<file path="config.mk">
export PLATFORM = sky130hd
export DESIGN_NAME = gpif_frame_unpacker_flat
export DESIGN_NICKNAME = d
export VERILOG_FILES = /design/src/rtl/gpif_frame_pkg.sv /design/src/rtl/gpif_frame_unpacker_if.sv /design/src/rtl/gpif_frame_fifo.sv /design/src/rtl/gpif_frame_unpacker.sv /design/src/flat_wrapper.sv
export SDC_FILE = /design/constraint.sdc
export NUM_CORES = 1
export LEC_CHECK = 0
export ABC_AREA = 1
export ABC_CLOCK_PERIOD_IN_PS = 3450
export CAP_MARGIN = 0
export CORE_ASPECT_RATIO = 1.25
export CORE_MARGIN = 10
export CORE_UTILIZATION = 23
export DETAILED_ROUTE_END_ITERATION = 16
export PLACE_DENSITY_LB_ADDON = 0.1
export SLEW_MARGIN = 0
export SYNTH_ARGS = -nofsm -noshare
export SYNTH_HDL_FRONTEND = slang
export SYNTH_SLANG_ARGS = --single-unit
</file>
<file path="constraint.sdc">
create_clock -name c0_sig -period 3.45 [get_ports c0_sig]
set_clock_uncertainty 0.05 [all_clocks]
set_input_delay 0.5175 -clock c0_sig [delete_from_list [all_inputs] [get_ports c0_sig]]
set_output_delay 0.5175 -clock c0_sig [all_outputs]
set_load 0.02 [all_outputs]
</file>
<file path="src/rtl/gpif_frame_pkg.sv">
// Shared definitions for the GPIF2 ADC frame format, used by the capture
// framer and the receive-side unpacker.
//   FRAME_W / SAMPLE_W / TIC_W : frame and field widths
//   *_OFF                      : field bit offsets inside a frame word
//   frame_t                    : packed frame {tic_hi, sample_hi, tic_lo, sample_lo}
//   emit_state_t               : unpacker output FSM states
package gpif_frame_pkg;

  localparam int unsigned FRAME_W  = 32;
  localparam int unsigned SAMPLE_W = 10;
  localparam int unsigned TIC_W    = 6;
  localparam int unsigned HALF_W   = SAMPLE_W + TIC_W;

  localparam int unsigned SAMPLE_LO_OFF = 0;
  localparam int unsigned TIC_LO_OFF    = SAMPLE_W;
  localparam int unsigned SAMPLE_HI_OFF = HALF_W;
  localparam int unsigned TIC_HI_OFF    = HALF_W + SAMPLE_W;

  typedef struct packed {
    logic [TIC_W-1:0]    tic_hi;
    logic [SAMPLE_W-1:0] sample_hi;
    logic [TIC_W-1:0]    tic_lo;
    logic [SAMPLE_W-1:0] sample_lo;
  } frame_t;

  typedef enum logic [1:0] {
    ST_IDLE,
    ST_EMIT_LO,
    ST_EMIT_HI
  } emit_state_t;

endpackage

</file>
<file path="src/rtl/gpif_frame_unpacker_if.sv">
// Frame-in / sample-out bus of the GPIF frame unpacker.
//   frame_in, frame_valid          : frame push (no backpressure)
//   sample_out, tic_out,
//   sample_valid, sample_ready     : per-sample valid/ready stream
// master = source of frames and sink of samples; slave = the unpacker.
interface gpif_frame_unpacker_if
  import gpif_frame_pkg::*;
#(
  parameter int unsigned SAMPLE_W = 10,
  parameter int unsigned TIC_W    = 6
) ();

  logic [FRAME_W-1:0]  frame_in;
  logic                frame_valid;
  logic [SAMPLE_W-1:0] sample_out;
  logic [TIC_W-1:0]    tic_out;
  logic                sample_valid;
  logic                sample_ready;

  modport master (
    output frame_in, frame_valid, sample_ready,
    input  sample_out, tic_out, sample_valid
  );

  modport slave (
    input  frame_in, frame_valid, sample_ready,
    output sample_out, tic_out, sample_valid
  );

endinterface

</file>
<file path="src/rtl/gpif_frame_fifo.sv">
// Single-clock frame FIFO with extra-MSB pointer wrap.
//   c0_sig, areset_sig : clock, synchronous active-high reset (empties FIFO)
//   wr_en, din         : write port (caller guarantees not full unless rd_en)
//   rd_en              : pop head
//   dout, dout_next    : head entry and the entry behind it
//   full, empty, multi : status; multi = at least two entries held
module gpif_frame_fifo #(
  parameter int unsigned FIFO_DEPTH = 4,
  parameter int unsigned WIDTH      = 32
) (
  input  logic             c0_sig,
  input  logic             areset_sig,
  input  logic             wr_en,
  input  logic [WIDTH-1:0] din,
  input  logic             rd_en,
  output logic [WIDTH-1:0] dout,
  output logic [WIDTH-1:0] dout_next,
  output logic             full,
  output logic             empty,
  output logic             multi
);

  localparam int unsigned AW = $clog2(FIFO_DEPTH);

  logic [WIDTH-1:0] mem [FIFO_DEPTH];
  logic [AW:0]      wr_ptr;
  logic [AW:0]      rd_ptr;
  logic [AW:0]      count;
  logic [AW-1:0]    rd_next_idx;

  assign count       = wr_ptr - rd_ptr;
  assign empty       = (wr_ptr == rd_ptr);
  assign full        = (wr_ptr[AW] != rd_ptr[AW]) && (wr_ptr[AW-1:0] == rd_ptr[AW-1:0]);
  assign multi       = (count > (AW+1)'(1));
  assign rd_next_idx = rd_ptr[AW-1:0] + AW'(1);
  assign dout        = mem[rd_ptr[AW-1:0]];
  assign dout_next   = mem[rd_next_idx];

  always_ff @(posedge c0_sig) begin
    if (areset_sig) begin
      wr_ptr <= '0;
      rd_ptr <= '0;
    end else begin
      if (wr_en) wr_ptr <= wr_ptr + (AW+1)'(1);
      if (rd_en) rd_ptr <= rd_ptr + (AW+1)'(1);
    end
  end

  always_ff @(posedge c0_sig) begin
    if (wr_en) mem[wr_ptr[AW-1:0]] <= din;
  end

endmodule

</file>
<file path="src/rtl/gpif_frame_unpacker.sv">
// Receive-side GPIF2 frame unpacker: buffers 32-bit frames, emits the two
// samples of each frame as a valid/ready stream (lo first), and checks
// tic-count continuity on every accepted frame.
//   c0_sig, areset_sig : clock, synchronous active-high reset
//   bus (slave)        : frame_in/frame_valid in, sample_out/tic_out/
//                        sample_valid out, sample_ready in
//   seq_err_cnt        : saturating continuity-error count
//   overflow           : sticky, a frame was dropped on a full FIFO
//   err_clear          : clears seq_err_cnt and overflow (wins over updates)
module gpif_frame_unpacker #(
  parameter int unsigned FIFO_DEPTH = 4,
  parameter int unsigned SAMPLE_W   = gpif_frame_pkg::SAMPLE_W,
  parameter int unsigned TIC_W      = gpif_frame_pkg::TIC_W,
  parameter int unsigned ERR_CNT_W  = 16
) (
  input  logic                  c0_sig,
  input  logic                  areset_sig,
  gpif_frame_unpacker_if.slave  bus,
  output logic [ERR_CNT_W-1:0]  seq_err_cnt,
  output logic                  overflow,
  input  logic                  err_clear
);

  import gpif_frame_pkg::*;

  logic               fifo_full, fifo_empty, fifo_multi;
  logic               wr_en, pop, drop, fire;
  logic [FRAME_W-1:0] head_w, next_w;
  frame_t             head, next_fr;

  emit_state_t         state, state_n;
  logic [SAMPLE_W-1:0] sample_q, sample_d;
  logic [TIC_W-1:0]    tic_q, tic_d;
  logic                valid_q, valid_d;

  logic [TIC_W-1:0]    in_tic_lo, in_tic_hi, last_tic_hi;
  logic                resync, intra_err, inter_err;
  logic [ERR_CNT_W:0]  err_sum;

  assign head    = frame_t'(head_w);
  assign next_fr = frame_t'(next_w);

  // A full FIFO still accepts a frame when the head is popped in the same cycle.
  assign wr_en = bus.frame_valid & (~fifo_full | pop);
  assign drop  = bus.frame_valid & fifo_full & ~pop;
  assign fire  = valid_q & bus.sample_ready;

  gpif_frame_fifo #(
    .FIFO_DEPTH (FIFO_DEPTH),
    .WIDTH      (FRAME_W)
  ) u_fifo (
    .c0_sig     (c0_sig),
    .areset_sig (areset_sig),
    .wr_en      (wr_en),
    .din        (bus.frame_in),
    .rd_en      (pop),
    .dout       (head_w),
    .dout_next  (next_w),
    .full       (fifo_full),
    .empty      (fifo_empty),
    .multi      (fifo_multi)
  );

  // State and registered outputs.
  always_ff @(posedge c0_sig) begin
    if (areset_sig) begin
      state    <= ST_IDLE;
      sample_q <= '0;
      tic_q    <= '0;
      valid_q  <= 1'b0;
    end else begin
      state    <= state_n;
      sample_q <= sample_d;
      tic_q    <= tic_d;
      valid_q  <= valid_d;
    end
  end

  always_comb begin
    state_n = state;
    case (state)
      ST_IDLE:    if (!fifo_empty) state_n = ST_EMIT_LO;
      ST_EMIT_LO: if (fire)        state_n = ST_EMIT_HI;
      ST_EMIT_HI: if (fire)        state_n = fifo_multi ? ST_EMIT_LO : ST_IDLE;
      default:                     state_n = ST_IDLE;
    endcase
  end

  // Leaving EMIT_HI pops the head, so the follow-on lo half comes from the
  // entry behind it rather than from the (still unpopped) head.
  always_comb begin
    sample_d = sample_q;
    tic_d    = tic_q;
    valid_d  = valid_q;
    pop      = 1'b0;
    case (state)
      ST_IDLE: begin
        if (!fifo_empty) begin
          sample_d = head.sample_lo;
          tic_d    = head.tic_lo;
          valid_d  = 1'b1;
        end
      end
      ST_EMIT_LO: begin
        if (fire) begin
          sample_d = head.sample_hi;
          tic_d    = head.tic_hi;
        end
      end
      ST_EMIT_HI: begin
        if (fire) begin
          pop = 1'b1;
          if (fifo_multi) begin
            sample_d = next_fr.sample_lo;
            tic_d    = next_fr.tic_lo;
            valid_d  = 1'b1;
          end else begin
            valid_d  = 1'b0;
          end
        end
      end
      default: ;
    endcase
  end

  assign bus.sample_out   = sample_q;
  assign bus.tic_out      = tic_q;
  assign bus.sample_valid = valid_q;

  // Continuity checking on accepted writes.
  assign in_tic_lo = bus.frame_in[TIC_LO_OFF +: TIC_W];
  assign in_tic_hi = bus.frame_in[TIC_HI_OFF +: TIC_W];
  assign intra_err = (in_tic_hi != in_tic_lo + TIC_W'(1));
  assign inter_err = ~resync & (in_tic_lo != last_tic_hi + TIC_W'(1));
  assign err_sum   = {1'b0, seq_err_cnt} + (ERR_CNT_W+1)'(intra_err)
                                         + (ERR_CNT_W+1)'(inter_err);

  always_ff @(posedge c0_sig) begin
    if (areset_sig) begin
      seq_err_cnt <= '0;
      overflow    <= 1'b0;
      resync      <= 1'b1;
      last_tic_hi <= '0;
    end else begin
      if (err_clear) begin
        seq_err_cnt <= '0;
        overflow    <= 1'b0;
      end else begin
        if (wr_en) seq_err_cnt <= err_sum[ERR_CNT_W] ? '1 : err_sum[ERR_CNT_W-1:0];
        if (drop)  overflow    <= 1'b1;
      end
      if (wr_en) begin
        last_tic_hi <= in_tic_hi;
        resync      <= 1'b0;
      end else if (drop) begin
        resync      <= 1'b1;
      end
    end
  end

endmodule

</file>
<file path="src/flat_wrapper.sv">
// flat-port wrapper written by rule: the top's interface ports become plain ports
module gpif_frame_unpacker_flat import gpif_frame_pkg::*;
#(
  parameter int unsigned FIFO_DEPTH = 4,
  parameter int unsigned SAMPLE_W   = gpif_frame_pkg::SAMPLE_W,
  parameter int unsigned TIC_W      = gpif_frame_pkg::TIC_W,
  parameter int unsigned ERR_CNT_W  = 16
)
  (c0_sig, areset_sig, seq_err_cnt, overflow, err_clear, bus_frame_in, bus_frame_valid, bus_sample_ready, bus_sample_out, bus_tic_out, bus_sample_valid);
  gpif_frame_unpacker_if #(.SAMPLE_W(SAMPLE_W), .TIC_W(TIC_W)) bus_i ();
  input  logic c0_sig;
  input  logic areset_sig;
  output logic [ERR_CNT_W-1:0] seq_err_cnt;
  output logic overflow;
  input  logic err_clear;
  input wire logic [$bits(bus_i.frame_in)-1:0] bus_frame_in;
  input wire logic [$bits(bus_i.frame_valid)-1:0] bus_frame_valid;
  input wire logic [$bits(bus_i.sample_ready)-1:0] bus_sample_ready;
  output wire logic [$bits(bus_i.sample_out)-1:0] bus_sample_out;
  output wire logic [$bits(bus_i.tic_out)-1:0] bus_tic_out;
  output wire logic [$bits(bus_i.sample_valid)-1:0] bus_sample_valid;
  assign bus_i.frame_in = bus_frame_in;
  assign bus_i.frame_valid = bus_frame_valid;
  assign bus_i.sample_ready = bus_sample_ready;
  assign bus_sample_out = bus_i.sample_out;
  assign bus_tic_out = bus_i.tic_out;
  assign bus_sample_valid = bus_i.sample_valid;
  gpif_frame_unpacker #(.FIFO_DEPTH(FIFO_DEPTH), .SAMPLE_W(SAMPLE_W), .TIC_W(TIC_W), .ERR_CNT_W(ERR_CNT_W)) u_core (.c0_sig(c0_sig), .areset_sig(areset_sig), .bus(bus_i), .seq_err_cnt(seq_err_cnt), .overflow(overflow), .err_clear(err_clear));
endmodule
</file>
==> out/results.ini, run 1 <==
[status]
run_status=complete, no violations

[pwr]
design_power_total_uw=6530
vdd_ir_drop_max_v=0.000285
leakage_uw=0.00380
power_per_cell_area_nw_per_um2=623

[yosys]
synth.most_common_cell=sky130_fd_sc_hd__nand2_1
synthArstFlopShare_pct=0
synth_top_area_share_pct=44.9
synth_top_cell_by_area=sky130_fd_sc_hd__edfxtp_1
ys_top_cells_by_area=sky130_fd_sc_hd__edfxtp_1, sky130_fd_sc_hd__dfxtp_1, sky130_fd_sc_hd__nand2_1
synth_enable_flop_cells=128
synthesis.area_per_instance_um2=9.14
synth_area_um2=8560
leading_post_synthesis_cells_by_instance_count=sky130_fd_sc_hd__nand2_1, sky130_fd_sc_hd__edfxtp_1, sky130_fd_sc_hd__nand3_1
synth_seq_area_share_pct=56.8
synth.net_count=990
yosys.cell_types.count=37
yosysWarningCount=0
synth_seq_cells=179
netlist_instances=937
synth_ff_type=sky130_fd_sc_hd__edfxtp_1

[routing]
detailedRoute.firstIterationViolations=270
total_wirelength_of_the_detailed_routed_design_um=26500
avgRoutedWirePerCell_um=17.6
via_per_inst=4.39
drtAntennaViolNets=0
dr.pass1.iters=6
num_vias=6601
remaining_drc_errors=0

[sta]
setup_repair_after_global_routing_missed_its_margin=false
setup_viol=0
maxSlewViolCount=0
hold_violations=0
final_period_minus_worst_setup_slack_ns=2.82
fmaxAchievable_mhz=355
finalCritPeriodShare_pct=81.6
post_route_setup_tns_ns=0
setup_slack_ns=0.634
slew_headroom_pct=48.6
timing_worst_slew_pin_value_ns=0.770

[cts]
post-cts-setup-buffer-count=0
ctsHoldBuffers=0
cts.htree.levels=4
cts_tree=yes
cts.path.max_buffers=2
clock_sink_count=179
clkTransAtPathRegs_ns=0.07
cts_resized=0
cts-buffers-inserted=17
root_buffer=sky130_fd_sc_hd__clkbuf_16
insertion_delay_to_the_later_sink_of_the_worst_skew_pair_ns=0.46

[die]
core_area_um2=36500
start_util_pct=23.5
floorplan.die.width_um=193
floorplan.die_area_um2=45400
placement_rows=78
io_pins=71
die_height_um=236

[worst_setup_path]
cp-end-kind=flop
reg2regPathDepth=16
cp.arrival_ns=3.09
cp_cell_sequence=clkdlybuf4s50_1, ha_1, xor2_1, nor3_1, nand4_1, fa_1, ha_1, nand3_2, inv_2, nand2_2, inv_2, nand3_1, nand3_1, nand2_1, a21oi_1
timing_worst_setup_path_type=in -> reg
start_kind=input port
cp_num_cells=15
crit_slowest_cell=sky130_fd_sc_hd__clkdlybuf4s50_1
worstPathRequired_ns=3.72
critical_path_s_top_delay_family=adder cells
crit_fanout=5
critical_path.max_stage_delay_ns=0.43
timing.critical_path.buf_inv=3

[flow_run]
maxCapViolations=0

[final_layout]
n_antenna_cell=0
layout-area-overhead-vs-synth_pct=22.5
final_net_count=1064
drive_above_1_share_pct=11.0
fin_area_um2=10500

[global_routing]
grt_pass1_wl_um=40500
grt_pass1_vias=6807
global_route.overflow_total=0
grt_start_max_net_pins=65
grt_usage_pct=11.9
antenna_violations_before_repair=0

[place]
place_area_um2=9910
place_worst_setup_slack_ns=0.102
place.detailed.hpwl_um=17200
final_weighted_congestion_of_routability_driven_global_placement=0.757
port_buffers=70

[worst_hold_path]
hold_path.class=reg -> reg
hold-path-cell-count=2

-- worst paths after layout --
kind                    startpoint                      to  slack [ns]
max               bus_frame_in[10]  u_core.seq_err_cnt[15]        0.63
min                u_core.overflow         u_core.overflow        0.41
max reg2reg  u_core.last_tic_hi[0]  u_core.seq_err_cnt[15]        0.70
min reg2reg        u_core.overflow         u_core.overflow        0.41
-- worst reg2reg max path, cell delays in order (launching register included) --
cell and delay, ns:
sky130_fd_sc_hd__dfxtp_1 0.42, sky130_fd_sc_hd__ha_1 0.27, sky130_fd_sc_hd__xor2_1 0.16, sky130_fd_sc_hd__nor2_1 0.08, sky130_fd_sc_hd__nand3_1 0.07, sky130_fd_sc_hd__nor2_1 0.09
sky130_fd_sc_hd__a21oi_1 0.09, sky130_fd_sc_hd__fa_1 0.43, sky130_fd_sc_hd__ha_1 0.22, sky130_fd_sc_hd__nand3_2 0.11, sky130_fd_sc_hd__inv_2 0.04, sky130_fd_sc_hd__nand2_2 0.10
sky130_fd_sc_hd__inv_2 0.05, sky130_fd_sc_hd__nand3_1 0.18, sky130_fd_sc_hd__nand3_1 0.11, sky130_fd_sc_hd__nand2_1 0.07, sky130_fd_sc_hd__a21oi_1 0.07
-- cell type report --
type                            instances  area (um2)
Timing Repair Buffer                  102         978
Clock inverter                         14         130
Clock buffer                           18         450
Tap cell                              480         601
Inverter                               40         155
Multi-Input combinational cell        671        3310
Fill cell                            3905       26000
Sequential cell                       179        4870
-- cell usage in the layout (no fill, tap or decap), types with 2 or more instances in the layout --
cell type	Yosys	routed
sky130_fd_sc_hd__a21oi_1	33	33
sky130_fd_sc_hd__a21oi_2	10	10
sky130_fd_sc_hd__buf_12	1	3
sky130_fd_sc_hd__buf_4	9	29
sky130_fd_sc_hd__clkbuf_16	0	18
sky130_fd_sc_hd__clkdlybuf4s50_1	0	70
sky130_fd_sc_hd__clkinv_4	1	2
sky130_fd_sc_hd__dfxtp_1	51	50
sky130_fd_sc_hd__edfxtp_1	128	128
sky130_fd_sc_hd__fa_1	2	2
sky130_fd_sc_hd__ha_1	14	14
sky130_fd_sc_hd__inv_1	32	32
sky130_fd_sc_hd__inv_2	7	7
sky130_fd_sc_hd__inv_6	0	6
sky130_fd_sc_hd__inv_8	0	5
sky130_fd_sc_hd__nand2_1	272	272
sky130_fd_sc_hd__nand2_2	16	16
sky130_fd_sc_hd__nand3_1	116	116
sky130_fd_sc_hd__nand3_2	2	2
sky130_fd_sc_hd__nand4_1	6	6
sky130_fd_sc_hd__nor2_1	89	85
sky130_fd_sc_hd__nor2_4	1	5
sky130_fd_sc_hd__nor3_1	3	3
sky130_fd_sc_hd__o21ai_0	31	31
sky130_fd_sc_hd__o21ai_1	41	41
sky130_fd_sc_hd__xnor2_1	14	14
sky130_fd_sc_hd__xor2_1	11	11
-- metrics by stage --
step / cells / util [%] / hold slack [ns]
after floorplan: 937 / - / 0.407
after global placement: 1472 / 27.2 / 0.401
after detailed placement: 1472 / 27.2 / 0.400
after CTS: 1504 / 28.7 / 0.417
after global routing: 1504 / 28.7 / 0.432
final: 1504 / 28.7 / 0.411
-- cell families after synthesis --
logic type / count (synthesis) / share of synthesized area, %
AND/OR/NAND/NOR: 513 / 25.9
AO/OA/AOI/OAI: 117 / 7.35
XOR/XNOR: 25 / 2.56
buffers and inverters: 87 / 4.88
flip-flops: 179 / 56.8
adder cells (fa/ha/maj): 16 / 2.51
-- sequential cells by signal (all words and copies together), names as in the netlist, named ones only --
name	cells
u_core.bus.sample_out	10
u_core.bus.sample_valid	1
u_core.bus.tic_out	6
u_core.last_tic_hi	6
u_core.overflow	1
u_core.resync	1
u_core.seq_err_cnt	16
u_core.state	2
u_core.u_fifo.mem	128
u_core.u_fifo.rd_ptr	3
u_core.u_fifo.wr_ptr	3
-- per-layer routing --
metal / GRT usage, % / routed length [um]
met5: 0 / 0
met4: 4.53 / 600
met3: 2.72 / 847
met2: 20.8 / 13400
met1: 13.5 / 11600
-- power breakdown --
part	internal, uW	switching (uW)
Combinational	668	1320
Sequential	2500	97.6
Clock	1000	951
Total	4170	2360
No activity file was read; power rests on OpenSTA's default activity.
==> run 2: changes to the inputs <==
Settings changed: ABC_CLOCK_PERIOD_IN_PS 3450 to 2530.
Clock period 3.45 ns to 2.53 ns, I/O delays scaled along.
==> run 2 against run 1 <==
Against the previous run:
- flip-flop and latch count unchanged
- critical path depth shrank 1
- highest routed layer unchanged
- clock power grew 39%
- clock-buffer cell count decreased by 1
- via count increased by 0.36%
- critical endpoint is now u_core.seq_err_cnt[2]
- die area did not move
- non-clock buffer count increased by 18
- design area up 3.0%
- sequential share of layout area down 1.3 points
==> out/results.ini, run 2 (synthesis results as in run 1) <==
[worst_setup_path]
cp_cell_sequence=clkdlybuf4s50_1, ha_1, xor2_1, nor3_1, nand4_1, fa_2, ha_4, nand3_2, inv_2, nand2_2, buf_6, nor2_4, o21ai_1, a21oi_1
start_kind=input port
timing.critical_path.buf_inv=3
timing_worst_setup_path_type=in -> reg
worst-r2r-setup-slack_ns=0.04
crit_slowest_cell=sky130_fd_sc_hd__clkdlybuf4s50_1
critical_path_s_top_delay_family=adder cells
crit_fanout=5
cp.arrival_ns=2.78
critical_path.max_stage_delay_ns=0.42
cp-end-kind=flop
worstPathRequired_ns=2.79

[final_layout]
n_antenna_cell=0
layout.cells.most_common=sky130_fd_sc_hd__nand2_1
fillCellCount=3938
final_net_count=1083
drive_above_1_share_pct=15.1
largest_reg_flops=128
layout-area-overhead-vs-synth_pct=26.1
postLayoutCoreUtil_pct=29.6
mostFrequentLayoutCells=sky130_fd_sc_hd__nand2_1, sky130_fd_sc_hd__edfxtp_1, sky130_fd_sc_hd__nand3_1

[cts]
insertion_delay_to_the_later_sink_of_the_worst_skew_pair_ns=0.45
clock_sink_count=179
ctsHoldBuffers=0
post-cts-setup-buffer-count=0
cts-buffers-inserted=17
clkTransAtPathRegs_ns=0.07
cts_tree=yes
root_buffer=sky130_fd_sc_hd__clkbuf_16
cts.htree.levels=4
cts.path.max_buffers=2

[global_routing]
grt_pass1_wl_um=40700
global_route.overflow_total=0
antenna_violations_before_repair=0
grt_pass1_vias=6766
grt_usage_pct=11.9
grt_start_max_net_pins=65

[routing]
avgRoutedWirePerCell_um=17.4
remaining_drc_errors=0
num_vias=6625
drtAntennaViolNets=0
dr.pass1.iters=5
via_per_inst=4.35
detailedRoute.firstIterationViolations=329
total_wirelength_of_the_detailed_routed_design_um=26500

[die]
core_area_um2=36500
die_height_um=236
floorplan.die.width_um=193
io_pins=71
placement_rows=78
start_util_pct=23.5
floorplan.die_area_um2=45400

[sta]
fmaxAchievable_mhz=396
post_route_setup_tns_ns=0
slew_headroom_pct=49.1
setup_viol=0
finalCritPeriodShare_pct=99.7
setup_repair_after_global_routing_missed_its_margin=true
final_period_minus_worst_setup_slack_ns=2.52
hold_violations=0
maxSlewViolCount=0
timing_worst_slew_pin_value_ns=0.763

[pwr]
vdd_ir_drop_max_v=0.000353
power_per_cell_area_nw_per_um2=834
leakage_uw=0.00391

[place]
place.detailed.hpwl_um=17400
port_buffers=70
final_weighted_congestion_of_routability_driven_global_placement=0.754

[flow_run]
maxCapViolations=0

[worst_hold_path]
hold_path.class=reg -> reg

[status]
run_status=complete, no violations

-- run 2: cell count changes in the layout (fill, tap and decap cells not counted), moves of 4 or more --
cell / before / now
sky130_fd_sc_hd__buf_4: 29 / 44
sky130_fd_sc_hd__nand3_2: 2 / 7
sky130_fd_sc_hd__o21ai_2: 1 / 5
sky130_fd_sc_hd__nor2_1: 85 / 81
sky130_fd_sc_hd__nand3_1: 116 / 110
-- run 2: what timing repair did --
item	4_1_cts	5_1_grt
setup endpoints to repair	15	16
pin swaps	3	12
gates cloned	1	0
hold endpoints to repair	0	0
gates resized for setup	6	25
-- run 2: worst paths after layout --
kind / end / startpoint / cells past startpoint
setup / recovery: u_core.seq_err_cnt[2] / bus_frame_in[10] / 14
hold / removal: u_core.overflow / u_core.overflow / 2
setup reg to reg: u_core.seq_err_cnt[2] / u_core.last_tic_hi[0] / 15
hold reg to reg: u_core.overflow / u_core.overflow / 2
-- run 2: per-stage QoR --
stage	instances	power [uW]	instance area [um2]	worst slack, ns	hold WS [ns]
final	1523	9010	10800	0.00696	0.409
after global routing	1523	9570	10800	-0.105	0.441
after CTS	1523	9200	10700	-0.00297	0.416
after detailed placement	1490	6440	10100	-0.508	0.403
after global placement	1490	6450	10100	-0.517	0.398
after floorplan	937	5360	8570	-0.459	0.407
-- run 2: tightest hold or removal path, stage by stage, from the launching register on --
cell and delay, ns:
sky130_fd_sc_hd__dfxtp_1 0.31, sky130_fd_sc_hd__inv_1 0.05, sky130_fd_sc_hd__a21oi_1 0.05
-- run 2: area by class of cell --
| cell class | count | area (um2) | area share, % |
|---|---|---|---|
| flip-flops and latches | 179 | 4870 | 45.1 |
| well taps | 480 | 601 | 5.56 |
| inverters | 40 | 155 | 1.44 |
| multi-input cells | 672 | 3440 | 31.8 |
| clock inverters | 15 | 174 | 1.61 |
| repair buffers | 120 | 1140 | 10.6 |
| clock buffers | 17 | 425 | 3.94 |
-- run 2: power breakdown --
group | leakage [uW] | internal [uW] | switching [uW]
Clock | 0.000281 | 1480 | 1240
Sequential | 0.00159 | 3410 | 134
Combinational | 0.00203 | 961 | 1780
-- run 2: metal layers --
metal / global-route usage, % / share of wire [%] / vias up / routed length [um]
li1: - / - / 3339 / -
met1: 14.2 / 45 / 3182 / 11900
met2: 20.5 / 51 / 88 / 13500
met3: 2.95 / 3.2 / 16 / 858
met4: 3.00 / 1.1 / 0 / 289
met5: 0 / 0 / - / 0
